File: src/rtl/wb_pkg.sv
// Shared types and constants for the Wishbone interconnect.
// Holds the owner FSM state type and width helpers.
package wb_pkg;

  typedef enum logic {
    IDLE = 1'b0,
    BUSY = 1'b1
  } state_e;

  localparam int ADR_W_DEF = 32;
  localparam int DAT_W_DEF = 32;

  // Ceiling log2, never below 1 so select fields keep at least one bit.
  function automatic int clog2(input int n);
    int r;
    r = 0;
    while ((1 << r) < n) r++;
    return (r < 1) ? 1 : r;
  endfunction

endpackage

File: src/rtl/wb_rr_arbiter.sv
// Round-robin search: first requester above ptr_i, wrapping.
// Combinational; the caller registers the resulting grant.
module wb_rr_arbiter
  import wb_pkg::*;
#(
  parameter int NUM_M = 2,
  localparam int PW = clog2(NUM_M)
) (
  input  logic [NUM_M-1:0] req_i,
  input  logic [PW-1:0]    ptr_i,
  input  logic             en_i,
  output logic [NUM_M-1:0] gnt_o,
  output logic             vld_o
);

  // Two passes: indices above the pointer first, then the wrapped part.
  always_comb begin
    gnt_o = '0;
    vld_o = 1'b0;
    for (int i = 0; i < NUM_M; i++) begin
      if (en_i && !vld_o && req_i[i] && i > int'(ptr_i)) begin
        gnt_o[i] = 1'b1;
        vld_o    = 1'b1;
      end
    end
    for (int i = 0; i < NUM_M; i++) begin
      if (en_i && !vld_o && req_i[i] && i <= int'(ptr_i)) begin
        gnt_o[i] = 1'b1;
        vld_o    = 1'b1;
      end
    end
  end

endmodule

File: src/rtl/wb_interconnect.sv
// Shared-bus Wishbone interconnect: round-robin masters,
// address-decoded slaves, error on unmapped or stalled access.
module wb_interconnect
  import wb_pkg::*;
#(
  parameter int NUM_M   = 2,
  parameter int NUM_S   = 4,
  parameter int ADR_W   = ADR_W_DEF,
  parameter int DAT_W   = DAT_W_DEF,
  parameter int DEC_LSB = 28,
  parameter int TIMEOUT = 255,
  localparam int SEL_W  = DAT_W / 8,
  localparam int MW     = clog2(NUM_M),
  localparam int SW     = clog2(NUM_S)
) (
  input  logic                   clk_i,
  input  logic                   rst_i,
  input  logic [NUM_M-1:0]       m_cyc_i,
  input  logic [NUM_M-1:0]       m_stb_i,
  input  logic [NUM_M-1:0]       m_we_i,
  input  logic [NUM_M*ADR_W-1:0] m_adr_i,
  input  logic [NUM_M*DAT_W-1:0] m_dat_i,
  input  logic [NUM_M*SEL_W-1:0] m_sel_i,
  output logic [DAT_W-1:0]       m_dat_o,
  output logic [NUM_M-1:0]       m_ack_o,
  output logic [NUM_M-1:0]       m_err_o,
  output logic [NUM_M-1:0]       m_gnt_o,
  output logic [NUM_S-1:0]       s_cyc_o,
  output logic [NUM_S-1:0]       s_stb_o,
  output logic                   s_we_o,
  output logic [ADR_W-1:0]       s_adr_o,
  output logic [DAT_W-1:0]       s_dat_o,
  output logic [SEL_W-1:0]       s_sel_o,
  input  logic [NUM_S*DAT_W-1:0] s_dat_i,
  input  logic [NUM_S-1:0]       s_ack_i
);

  state_e           state_q;
  logic [NUM_M-1:0] gnt_q;
  logic [MW-1:0]    own_q;
  logic [MW-1:0]    rr_q;
  logic [15:0]      cnt_q, cnt_d;
  logic             tmo_q, tmo_d;

  logic             busy;
  logic             o_cyc, o_stb, o_we;
  logic [ADR_W-1:0] o_adr;
  logic [DAT_W-1:0] o_dat;
  logic [SEL_W-1:0] o_sel;

  logic [SW-1:0]    idx;
  logic [NUM_S-1:0] hit;
  logic             mapped;
  logic             sack;
  logic [DAT_W-1:0] sdat;
  logic             stall;

  logic [NUM_M-1:0] arb_gnt;
  logic             arb_vld;
  logic [MW-1:0]    arb_idx;

  assign busy    = (state_q == BUSY);
  assign m_gnt_o = gnt_q;

  // Select the current owner's request signals.
  always_comb begin
    o_cyc = 1'b0;
    o_stb = 1'b0;
    o_we  = 1'b0;
    o_adr = '0;
    o_dat = '0;
    o_sel = '0;
    for (int i = 0; i < NUM_M; i++) begin
      if (own_q == MW'(i)) begin
        o_cyc = m_cyc_i[i];
        o_stb = m_stb_i[i];
        o_we  = m_we_i[i];
        o_adr = m_adr_i[i*ADR_W +: ADR_W];
        o_dat = m_dat_i[i*DAT_W +: DAT_W];
        o_sel = m_sel_i[i*SEL_W +: SEL_W];
      end
    end
  end

  assign idx = o_adr[DEC_LSB +: SW];

  // Decode the slave field; indices past NUM_S stay unmapped.
  always_comb begin
    hit    = '0;
    mapped = 1'b0;
    sack   = 1'b0;
    sdat   = '0;
    for (int s = 0; s < NUM_S; s++) begin
      if (idx == SW'(s)) begin
        hit[s] = 1'b1;
        mapped = 1'b1;
        sack   = s_ack_i[s];
        sdat   = s_dat_i[s*DAT_W +: DAT_W];
      end
    end
  end

  assign s_cyc_o = (busy && o_cyc) ? hit : '0;
  assign s_stb_o = (busy && o_stb) ? hit : '0;
  assign s_we_o  = o_we;
  assign s_adr_o = o_adr;
  assign s_dat_o = o_dat;
  assign s_sel_o = o_sel;
  assign m_dat_o = sdat;

  // Route ack/err to the owner only; a slave ack masks a timeout.
  always_comb begin
    m_ack_o = '0;
    m_err_o = '0;
    for (int i = 0; i < NUM_M; i++) begin
      if (busy && own_q == MW'(i)) begin
        m_ack_o[i] = mapped & sack;
        m_err_o[i] = (o_stb & ~mapped)
                   | (tmo_q & ~(mapped & sack));
      end
    end
  end

  wb_rr_arbiter #(
    .NUM_M (NUM_M)
  ) u_arb (
    .req_i (m_cyc_i),
    .ptr_i (busy ? own_q : rr_q),
    .en_i  (~busy | ~o_cyc),
    .gnt_o (arb_gnt),
    .vld_o (arb_vld)
  );

  // One-hot grant to owner index.
  always_comb begin
    arb_idx = '0;
    for (int i = 0; i < NUM_M; i++) begin
      if (arb_gnt[i]) arb_idx = MW'(i);
    end
  end

  // Ownership FSM: hand over on the edge where the owner drops cyc.
  always_ff @(posedge clk_i or negedge rst_i) begin
    if (!rst_i) begin
      state_q <= IDLE;
      gnt_q   <= '0;
      own_q   <= '0;
      rr_q    <= MW'(NUM_M - 1);
    end else begin
      unique case (state_q)
        IDLE: begin
          if (arb_vld) begin
            state_q <= BUSY;
            gnt_q   <= arb_gnt;
            own_q   <= arb_idx;
          end
        end
        BUSY: begin
          if (!o_cyc) begin
            rr_q <= own_q;
            if (arb_vld) begin
              gnt_q <= arb_gnt;
              own_q <= arb_idx;
            end else begin
              state_q <= IDLE;
              gnt_q   <= '0;
            end
          end
        end
        default: state_q <= IDLE;
      endcase
    end
  end

  // A stall needs a live strobe on a mapped slave without ack;
  // dropping cyc (the only way ownership moves) clears it too.
  assign stall = busy & o_cyc & o_stb & mapped & ~sack;

  // Stall counter: fire a one-cycle error after TIMEOUT stalls.
  always_comb begin
    cnt_d = '0;
    tmo_d = 1'b0;
    if (stall) begin
      if (cnt_q == 16'(TIMEOUT - 1)) tmo_d = 1'b1;
      else cnt_d = cnt_q + 16'd1;
    end
  end

  // Register stall count and timeout pulse.
  always_ff @(posedge clk_i or negedge rst_i) begin
    if (!rst_i) begin
      cnt_q <= '0;
      tmo_q <= 1'b0;
    end else begin
      cnt_q <= cnt_d;
      tmo_q <= tmo_d;
    end
  end

endmodule

File: config.mk
export PLATFORM = sky130hd
export DESIGN_NAME = wb_interconnect
export DESIGN_NICKNAME = d
export VERILOG_FILES = /design/src/rtl/wb_pkg.sv /design/src/rtl/wb_rr_arbiter.sv /design/src/rtl/wb_interconnect.sv
export SDC_FILE = /design/constraint.sdc
export NUM_CORES = 1
export LEC_CHECK = 0
export BUFFER_PORTS_ARGS = -buffer_cell sky130_fd_sc_hd__buf_2
export CORE_AREA = 2 2 153 155
export DETAILED_ROUTE_END_ITERATION = 6
export DIE_AREA = 0 0 155 157
export SLEW_MARGIN = 20
export SYNTH_ARGS = -nofsm -noshare
export SYNTH_HDL_FRONTEND = slang
export SYNTH_SLANG_ARGS = --single-unit
File: constraint.sdc
create_clock -name clk_i -period 1.9 [get_ports clk_i]
set_clock_uncertainty 0.15 [all_clocks]
set_input_delay 0.285 -clock clk_i [delete_from_list [all_inputs] [get_ports clk_i]]
set_output_delay 0.285 -clock clk_i [all_outputs]
set_load 0.005 [all_outputs]
# --- After elaboration in Yosys (flattened, before gate mapping) ---
# Cells that the tools add are included.
# W data, S select, Z words.
totals:
  register_bits: 22
  input_bits: 276
  output_inout_bits: 115
classes:
  n_addsub: 1
  order_cmp: 2
  n_eq_ne: 6
  muxes: 48
  bitwise_logic: 15
  reduce_logical: 16
op_table:
  columns: ["cell", "count"]
  rows:
  - ["$mux W32", 6]
  - ["$mux W16", 2]
  - ["$mux W1", 31]
  - ["$add A16 B1 Y16 const B", 1]
  - ["$eq A16 B8 Y1 const B", 1]
  - ["$mux W4", 3]
  - ["$logic_and A1 B1 Y1", 11]
  - ["$and A1 B1 Y1", 7]
  - ["$mux W2", 3]
  - ["$not A1 Y1", 6]
  - ["$eq A2 B2 Y1 const B", 2]
  - ["$ne A2 B2 Y1 const B", 2]
  - ["$pmux W1 S2", 2]
  - ["$pmux W2 S2", 1]
  - ["$reduce_and A2 Y1", 2]
  - ["$eq A2 B1 Y1 const B", 1]
  - ["$logic_not A1 Y1", 2]
  - ["$logic_not A2 Y1", 1]
  - ["$or A1 B1 Y1", 2]
  - ["$gt A1 B1 Y1 const A", 1]
  - ["$le A1 B1 Y1 const A", 1]

# --- Logic depth before layout (Yosys ltp) ---
# Gate-level depths: netlist (run 1).
depth:
  ltp_word: 19
  ltp_mapped: 7
  mapped_depth_nobuf: 6

# --- By module ---
# Synthesis (run 1) repeated with hierarchy kept, for this count alone.
hier_totals:
  cells_unflattened: 443
  area_unflattened_um2: 3208.1
modules_own_cells:
  columns: ["mod", "n_inst", "cells_each", "area_per_inst_um2"]
  rows:
  - ["wb_interconnect", 1, 437, 3179.3]
  - ["wb_rr_arbiter", 1, 6, 28.8]

# --- Least setup slack after synthesis (run 1) ---
# OpenSTA, ideal clock, no wires.
synth_path:
  kind: "register -> output"
  start: "register own_q"
  end: "output m_dat_o[16]"
  arrival_ps: 1585
  setup_slack_ps: -120
  path_stages_with_launch: 8
  path_buffers: 3
  path_cell_list: "dfrtp_1 -> buf_2 -> mux2i_1 -> clkinv_1 -> clkbuf_1 -> clkbuf_1 -> nand2_1 -> a31oi_1"
synth_via:
  elab_chain_cells: 6
synth_lines:
  columns: ["element", "line_no", "text"]
  rows:
  - ["start: declaration", "wb_interconnect.sv:40", "logic [MW-1:0] own_q;"]
  - ["start signal: assignment", "wb_interconnect.sv:155", "own_q <= arb_idx;"]
  - ["start signal: assignment", "wb_interconnect.sv:163", "own_q <= arb_idx;"]
  - ["$mux W32 (*)", "wb_interconnect.sv:74", "if (own_q == MW'(i)) begin"]
  - ["$logic_not A2 Y1", "wb_interconnect.sv:94", "if (idx == SW'(s)) begin"]
  - ["$mux W32 (3 in a row)", "wb_interconnect.sv:94", null]
  - ["$mux W32 (*)", "wb_interconnect.sv:94", null]
  - ["end: declaration", "wb_interconnect.sv:24", "output logic [DAT_W-1:0] m_dat_o,"]
# Every way passes the cells marked *; elsewhere a longest branch is shown, timed or not.

# --- Worst setup path after layout (run 1) ---
layout_path:
  start: "register own_q"
  end: "output m_dat_o[8]"
# The elaborated chain is that of the path after synthesis.

==> summary.txt, run 1 <==
Setup path
  • Crit start category: flop
  • CP Data Arrival Time: 1.96 ns
  • Crit path max fanout: 8
  • CP Class: reg2out
  • Req. time, crit path: 1.46 ns
  • Crit end category: primary output

Clock tree
  • Sink Count: 22
  • Root buffer cell: clkbuf_16
  • Worst-skew pair later-pin latency: 0.26 ns
  • Worst-path clk slew: around 0.060 ns
  • CTS Buf Count: 3
  • # H-tree levels: 1
  • CTS tree: yes
  • Clk buf depth: 2

Die
  • Die H: 157 um
  • Die Wd: 155 um
  • CORE AREA: between 20000 and 25000 sq um
  • Die ar.: between 20000 and 25000 sq um
  • Io pins: 391
  • Initial core utilization: 13.8%
  • Row cnt: 55

Timing
  • Fin crit period: 2.40 ns
  • RSZ-0062 raised after global routing: true
  • Final setup vio count: about 110
  • Fmax: 417 MHz
  • Hold slack: 0.199 ns
  • Final hold violation count: 0
  • Setup tns final: -28.82 ns
  • Fin worst setup slack: -0.498 ns
  • Final cycle utilization of the critical path: 126%
  • Slew Viols, Final: 0
  • Rel. slew slack: between 60% and 70%
  • Slew @ Worst Pin: around 0.52 ns

Synthesis
  • Largest area contributor in the netlist: mux2_2
  • Synth Warn #: 0
  • Post-Synth Adder-Cell Area: 0.808%
  • Yosys top cell area share: roughly 25%
  • Post-synthesis mux area share: between 20 and 30%
  • Main synth FF type: dfrtp_1
  • Mapped Area: around 3100 sq um
  • Post-synth ARST share: 100%
  • XOR/XNOR Fraction of Synth Area: under 10%
  • Syn Inst Count: 440
  • Post-Syn Nets: between 700 and 800
  • Post-synth EDFFs: 0
  • Post-synth cell types: 46
  • Synth top area cells: mux2_2 25%, dfrtp_1 17%, nand2_1 17%, and3_1 6.9%, a31oi_1 6.7%
  • Post-synthesis compound-gate area fraction: 12.5%
  • Synth Area per Inst: 7.04 sq um
  • Largest family of logic cells by synthesized area: simple AND/OR/NAND/NOR gates
  • Seq/Total Area, Yosys: 17.8%
  • Simple-gate area share of the yosys netlist: between 30% and 40%
  • #FFs+latches synth: 22

Cells and area
  • Area of the multi-input gates: approximately 2700 sq um
  • Share of layout cells above drive strength 1: 70.5%
  • Seq. cell area: between 500 and 600 sq um
  • Fin nets: 1154
  • Most frequent cells in the layout: 387 x buf_2, 112 x nand2_1, 68 x mux2_2
  • Area grow syn2layout: 113%
  • Final cell count without fillers: 1164
  • Commonest non-fill, non-tap cell in the layout: buf_2
  • Fill cells: 2415

Detailed routing
  • First drt pass iteration count: 4
  • DRC: 0
  • Final wirelength: 20.9 mm
  • Wire per inst: 17.9 um
  • Initial detailed-routing violation count: 375
  • Post-route ant nets: 0
  • Vias: 5072
  • Vias per cell: 4.36

Global routing
  • Largest net degree at the start of global routing: 36
  • Grt total ovfl: 0
  • Global-route wire length before repair: 28.1 mm
  • Gr usage total: 15.2%
  • Vias in the first global route: between 4k and 5k
  • Initial antenna violation count: 5

Run status
  • Status: finished, violations left
  • Failing checks: setup timing

Power
  • Internal power: between 2 and 2.5 mW
  • Leakage power: about 3.4 nW
  • Clock share of power: 15.1%
  • Combinational Power Share: 69.2%
  • Sequential group share of total power: between 10% and 20%
  • Maximum VDD drop: between 200 and 300 uV
  • P_sw: 1.26 mW
  • Pwr/cell area: 499 nW/um^2
  • Switching fraction of total power: 38.3%

Placement
  • Placer congestion estimate: 0.849
  • Dpl hpwl: 17.0 mm
  • Placed Instances: 1137
  • Port buffer count: 390

Hold path
  • Hold Path Class: in2reg

Job
  • Max cap viols: 0
==> cells by family after synthesis <==
family                   Yosys count
XOR/XNOR                          11
flip-flops                        22
adder cells (fa/ha/maj)            2
AO/OA/AOI/OAI                     58
buffers and inverters             43
AND/OR/NAND/NOR                  235
multiplexers                      69
==> metrics by stage <==
stage | setup slack, ns | power [mW] | instance area, sq um | util, %
after floorplan | 0.00519 | 1.33 | 3130 | -
after global placement | -0.307 | 2.38 | 5780 | 25.7
after detailed placement | -0.291 | 2.39 | 5780 | 25.7
after CTS | -0.457 | 3.11 | 6240 | 27.7
after global routing | -0.540 | 3.50 | 6610 | 29.4
final | -0.498 | 3.30 | 6610 | 29.4
==> state kept, by name (all words and copies together), names as in the netlist <==
name     cells
cnt_q       16
own_q        1
rr_q         1
busy         1
m_gnt_o      2
tmo_q        1
==> synthesized netlist by cell type (all sizes together) (3+ instances only) <==
library cell	number
dfrtp	21
nor2	6
and3	34
nor3	26
nand2	139
a31oi	33
a211oi	3
inv	8
o21ai	7
nand4	4
xnor2	7
a21oi	3
nand3	11
mux2	68
clkbuf	28
xor2	4
buf	6
==> layout make-up <==
type	instances	share of cell area [%]
multi-input cells	375	41.3
repair buffers	464	42.6
flip-flops and latches	22	8.40
well taps	285	5.39
repair inverters	1	0.132
diodes	4	0.151
inverters	9	0.700
clock buffers	4	1.34
==> critical path, stage by stage (launching register included) <==
cell and delay, ns:
dfrtp_4 0.51, mux2i_4 0.20, buf_12 0.15, inv_12 0.08, buf_12 0.13, buf_8 0.11
nand2_1 0.04, and3_4 0.15, a31oi_1 0.17, buf_2 0.15
==> metal layers <==
| metal | vias to the layer above | track usage [%] | share of wire, % |
|---|---|---|---|
| li1 | 2439 | - | - |
| met1 | 2273 | 17.2 | 37 |
| met2 | 321 | 28.2 | 51 |
| met3 | 37 | 2.37 | 7.8 |
| met4 | 2 | 7.10 | 4.8 |
| met5 | - | 0 | 0.062 |
==> power by group through the flow <==
stage,logic [mW],clock network (mW),registers (mW)
3_5_place_dp,1.87,0,0.521
2_1_floorplan,0.816,0,0.512
4_1_cts,2.10,0.502,0.513
3_3_place_gp,1.86,0,0.519
5_1_grt,2.45,0.531,0.516
6_report,2.28,0.499,0.515
==> repair_timing <==
action | 4_1_cts | 5_1_grt
setup endpoints to repair | 116 | 124
hold endpoints to repair | 21 | 0
resized for setup | 43 | 70
pin swaps | 17 | 17
hold buffers | 1 | 0
setup buffers | 7 | 5
gates cloned | 5 | 1
==> path summary, 6_finish.rpt <==
kind	slack, ns	depth (start not counted)	start	endpoint
min in group asynchronous	0.39	2	rst_i	cnt_q[10]
worst min-delay path	0.20	2	m_cyc_i[1]	busy
max in group asynchronous	0.82	2	rst_i	own_q
worst max-delay path	-0.50	9	own_q	m_dat_o[8]
worst max register to register	0.03	7	own_q	cnt_q[5]
worst min register to register	0.40	2	rr_q	rr_q
(Power assumes the default switching activity.)
==> inputs of run 2 (changes only) <==
ABC_AREA = 1   (was default)
CORE_AREA = 2 2 152 154   (was 2 2 153 155)
DIE_AREA = 0 0 154 156   (was 0 0 155 157)
==> summary.txt, run 2 <==
Run status
  • Status: finished, violations left (unchanged)
  • Failing checks: setup timing (unchanged)

Detailed routing
  • DRC: 0 (unchanged)
  • Initial detailed-routing violation count: 537 (was 375)
  • First drt pass iteration count: 5 (was 4)
  • Final wirelength: 20.1 mm (was 20.9 mm)
  • Post-route ant nets: 0 (unchanged)
  • Wire per inst: 15.3 um (was 17.9 um)
  • Vias per cell: 4.13 (was 4.36)
  • Vias: 5426 (was 5072)

Timing
  • Hold slack: 0.148 ns (was 0.199 ns)
  • Fin crit period: 2.24 ns (was 2.40 ns)
  • Final hold violation count: 0 (unchanged)
  • Final cycle utilization of the critical path: 118% (was 126%)
  • Fmax: 446 MHz (was 417 MHz)
  • RSZ-0062 raised after global routing: true (unchanged)
  • Slew Viols, Final: 0 (unchanged)
  • Final setup vio count: 62 (was 113)
  • Slew @ Worst Pin: 0.519 ns (was 0.521 ns)
  • Fin worst setup slack: -0.342 ns (was -0.498 ns)
  • Rel. slew slack: 65.4% (was 65.2%)

Cells and area
  • Area grow syn2layout: 104% (was 113%)
  • Largest reg by FF count: cnt_q (unchanged)
  • Commonest non-fill, non-tap cell in the layout: buf_2 (unchanged)
  • Area of the multi-input gates: 2440 sq um (was 2730 sq um)
  • Largest register FFs: 16 (unchanged)
  • Seq. cell area: 553 sq um (was 556 sq um)
  • Share of layout cells above drive strength 1: 51.5% (was 70.5%)
  • Fin nets: 1298 (was 1154)
  • Fill cells: 2579 (was 2415)
  • Most frequent cells in the layout: 390 x buf_2, 346 x nand2_1, 35 x nand4_1 (was 387 x buf_2, 112 x nand2_1, 68 x mux2_2)
  • Final core utilization: 28.0% (was 29.4%)

Power
  • Total chip power: 7.00 mW (was 3.30 mW)
  • Pwr/cell area: 1120 nW/um^2 (was 499 nW/um^2)
  • Maximum VDD drop: 329 uV (was 298 uV)
  • Leakage power: 3.64 nW (was 3.36 nW)

Die
  • Io pins: 391 (unchanged)
  • Die ar.: 24000 sq um (was 24300 sq um)
  • Initial core utilization: 13.7% (was 13.8%)
  • CORE AREA: 22400 sq um (was 22500 sq um)
  • Row cnt: 55 (unchanged)
  • Die Wd: 154 um (was 155 um)
  • Die H: 156 um (was 157 um)

Setup path
  • CP Data Arrival Time: 1.81 ns (was 1.96 ns)
  • CP delay by family, top: simple AND/OR/NAND/NOR gates (was buffers and inverters)
  • Cell mode on critical path: nand2_4 (was buf_12)
  • Crit path max fanout: 4 (was 8)
  • Levels on crit path: 11 (was 9)
  • Crit end category: primary output (unchanged)
  • CP Buf/Inv Count: 4 (was 5)
  • Req. time, crit path: 1.46 ns (about the same)
  • Crit Reg-Reg Endpoint: cnt_q[3] (was cnt_q[5])
  • Critical path's slowest cell: dfrtp_2 (was dfrtp_4)
  • CP Class: reg2out (unchanged)
  • Cell Chain, Critical Path: buf_6 > nand2_4 > nand2_4 > buf_6 > nor2_8 > buf_6 > nand2_4 > nand2_4 > nand3_2 > nor2_1 > buf_2 (was mux2i_4 > buf_12 > inv_12 > buf_12 > buf_8 > nand2_1 > and3_4 > a31oi_1 > buf_2)
  • Crit start category: flop (unchanged)
  • FF-to-FF path depth: 11 (was 7)
  • Reg-to-reg startpoint: own_q (unchanged)
  • Slowest cell delay on critical path: 0.44 ns (was 0.51 ns)
  • Reg2reg setup slack: -0.14 ns (was 0.03 ns)

Synthesis
  • Synth Area per Inst: 5.07 sq um (was 7.04 sq um)
  • Cell with the most instances after synthesis: nand2_1 (unchanged)
  • Post-Syn Nets: 883 (was 718)
  • Largest area contributor in the netlist: nand2_1 (was mux2_2)
  • Seq/Total Area, Yosys: 18.0% (was 17.8%)
  • Mapped Area: 3070 sq um (was 3100 sq um)
  • Yosys top cell area share: 46.5% (was 24.7%)
  • Synth Warn #: 0 (unchanged)
  • Top cells by count, synth: 380 x nand2_1, 36 x nor2_1, 35 x nand4_1 (was 139 x nand2_1, 68 x mux2_2, 34 x and3_1)
  • Post-synth EDFFs: 0 (unchanged)
  • Syn Inst Count: 605 (was 440)
  • Synth top area cells: nand2_1 47%, dfrtp_1 17%, nand4_1 7.1%, nor2_1 4.4%, nand3_1 3.6% (was mux2_2 25%, dfrtp_1 17%, nand2_1 17%, and3_1 6.9%, a31oi_1 6.7%)
  • Post-synth ARST share: 100% (unchanged)
  • #FFs+latches synth: 22 (unchanged)
  • Post-synth cell types: 28 (was 46)
  • Main synth FF type: dfrtp_1 (unchanged)

Clock tree
  • Sink Count: 22 (unchanged)
  • Clk buf depth: 2 (unchanged)
  • # H-tree levels: 1 (unchanged)
  • CTS Buf Count: 3 (unchanged)
  • Worst-skew pair later-pin latency: 0.26 ns (about the same)
  • CTS tree: yes (unchanged)
  • Root buffer cell: clkbuf_16 (unchanged)
  • Worst-path clk slew: 0.06 ns (about the same)

Global routing
  • Initial antenna violation count: 11 (was 5)
  • Gr usage total: 15.0% (was 15.2%)
  • Global-route wire length before repair: 28.3 mm (was 28.1 mm)
  • Largest net degree at the start of global routing: 38 (was 36)
  • Grt total ovfl: 0 (unchanged)
  • Vias in the first global route: 5077 (was 4742)

Hold path
  • Hold endpoint: busy (unchanged)
  • Worst hold stages: 3 (was 2)
  • Hold Path Class: in2reg (unchanged)
  • Hold_sp: m_cyc_i[1] (unchanged)

Job
  • Max cap viols: 0 (unchanged)

Placement
  • Port buffer count: 390 (unchanged)
  • Placer congestion estimate: 0.844 (was 0.849)
  • Setup WS pre-CTS: -0.129 ns (was -0.291 ns)
  • Dpl hpwl: 16.1 mm (was 17.0 mm)
-- run 2: changes by cell type after synthesis, sizes merged, moves of 31 or more --
cell / before / now
and3: 34 / 0
a31oi: 33 / 0
nand4: 4 / 35
nand2: 139 / 387
mux2: 68 / 0
nor2: 6 / 50
-- run 2: kinds of logic after synthesis --
group | count (synthesis) | synth area share [%]
AND/OR/NAND/NOR | 502 | 69.1
buffers and inverters | 60 | 8.24
flip-flops | 22 | 18.0
AO/OA/AOI/OAI | 14 | 2.45
XOR/XNOR | 5 | 1.43
adder cells (fa/ha/maj) | 2 | 0.816
-- run 2: where the power goes --
part / internal, mW / switching [mW] / leakage (nW)
Sequential: 0.533 / 0.0435 / 0.293
Combinational: 2.78 / 3.14 / 3.30
Clock: 0.322 / 0.180 / 0.0442
Total: 3.64 / 3.37 / 3.64
-- run 2: worst max path at each step --
| stage | slack [ns] | start | end |
|---|---|---|---|
| final | -0.34 | own_q | m_err_o[1] |
| after global routing | -0.43 | own_q | m_err_o[1] |
| after CTS | -0.35 | own_q | m_dat_o[16] |
| after detailed placement | -0.13 | own_q | s_stb_o[2] |
| after global placement | -0.15 | own_q | s_stb_o[2] |
| after floorplan | 0.14 | own_q | s_stb_o[0] |
-- run 2: metal layers --
layer / track usage (%) / part of all wire [%]
met5: 0 / 0
met4: 5.61 / 4.0
met3: 2.36 / 8.1
met2: 26.4 / 49
met1: 18.4 / 39
-- run 2: stage by stage --
stage               instance area (sq um)  cells  setup TNS, ns
detailed placement                   5530   1275          -1.07
global route                         6250   1312         -20.66
CTS                                  5950   1296         -14.75
global placement                     5530   1275         -0.370
floorplan                            3070    605              0
finish                               6260   1313         -15.00
-- run 2: area by class of cell --
| cell class | instances | share of cell area [%] |
|---|---|---|
| diodes | 9 | 0.360 |
| clock buffers | 4 | 1.42 |
| inverters | 31 | 2.02 |
| multi-input cells | 523 | 39.1 |
| flip-flops and latches | 22 | 8.84 |
| well taps | 285 | 5.70 |
| repair buffers | 439 | 42.6 |
-- run 2: timing repair --
item                                    4_1_cts  5_1_grt
buffers inserted                             12        7
endpoints found under the setup margin       59      101
pin swaps                                     8       27
hold endpoints to repair                     21        0
hold buffers                                  1        0
cloned                                        4        5
resized for setup                            31       61
-- run 2: worst register-to-register path: cells and delay by family (launching register included) --
family	cells	cell delay (ns)
and+or+nand+nor	4	0.50
DFF	1	0.44
buffers and inverters	6	0.76
AOI/OAI and AO/OA	1	0.07
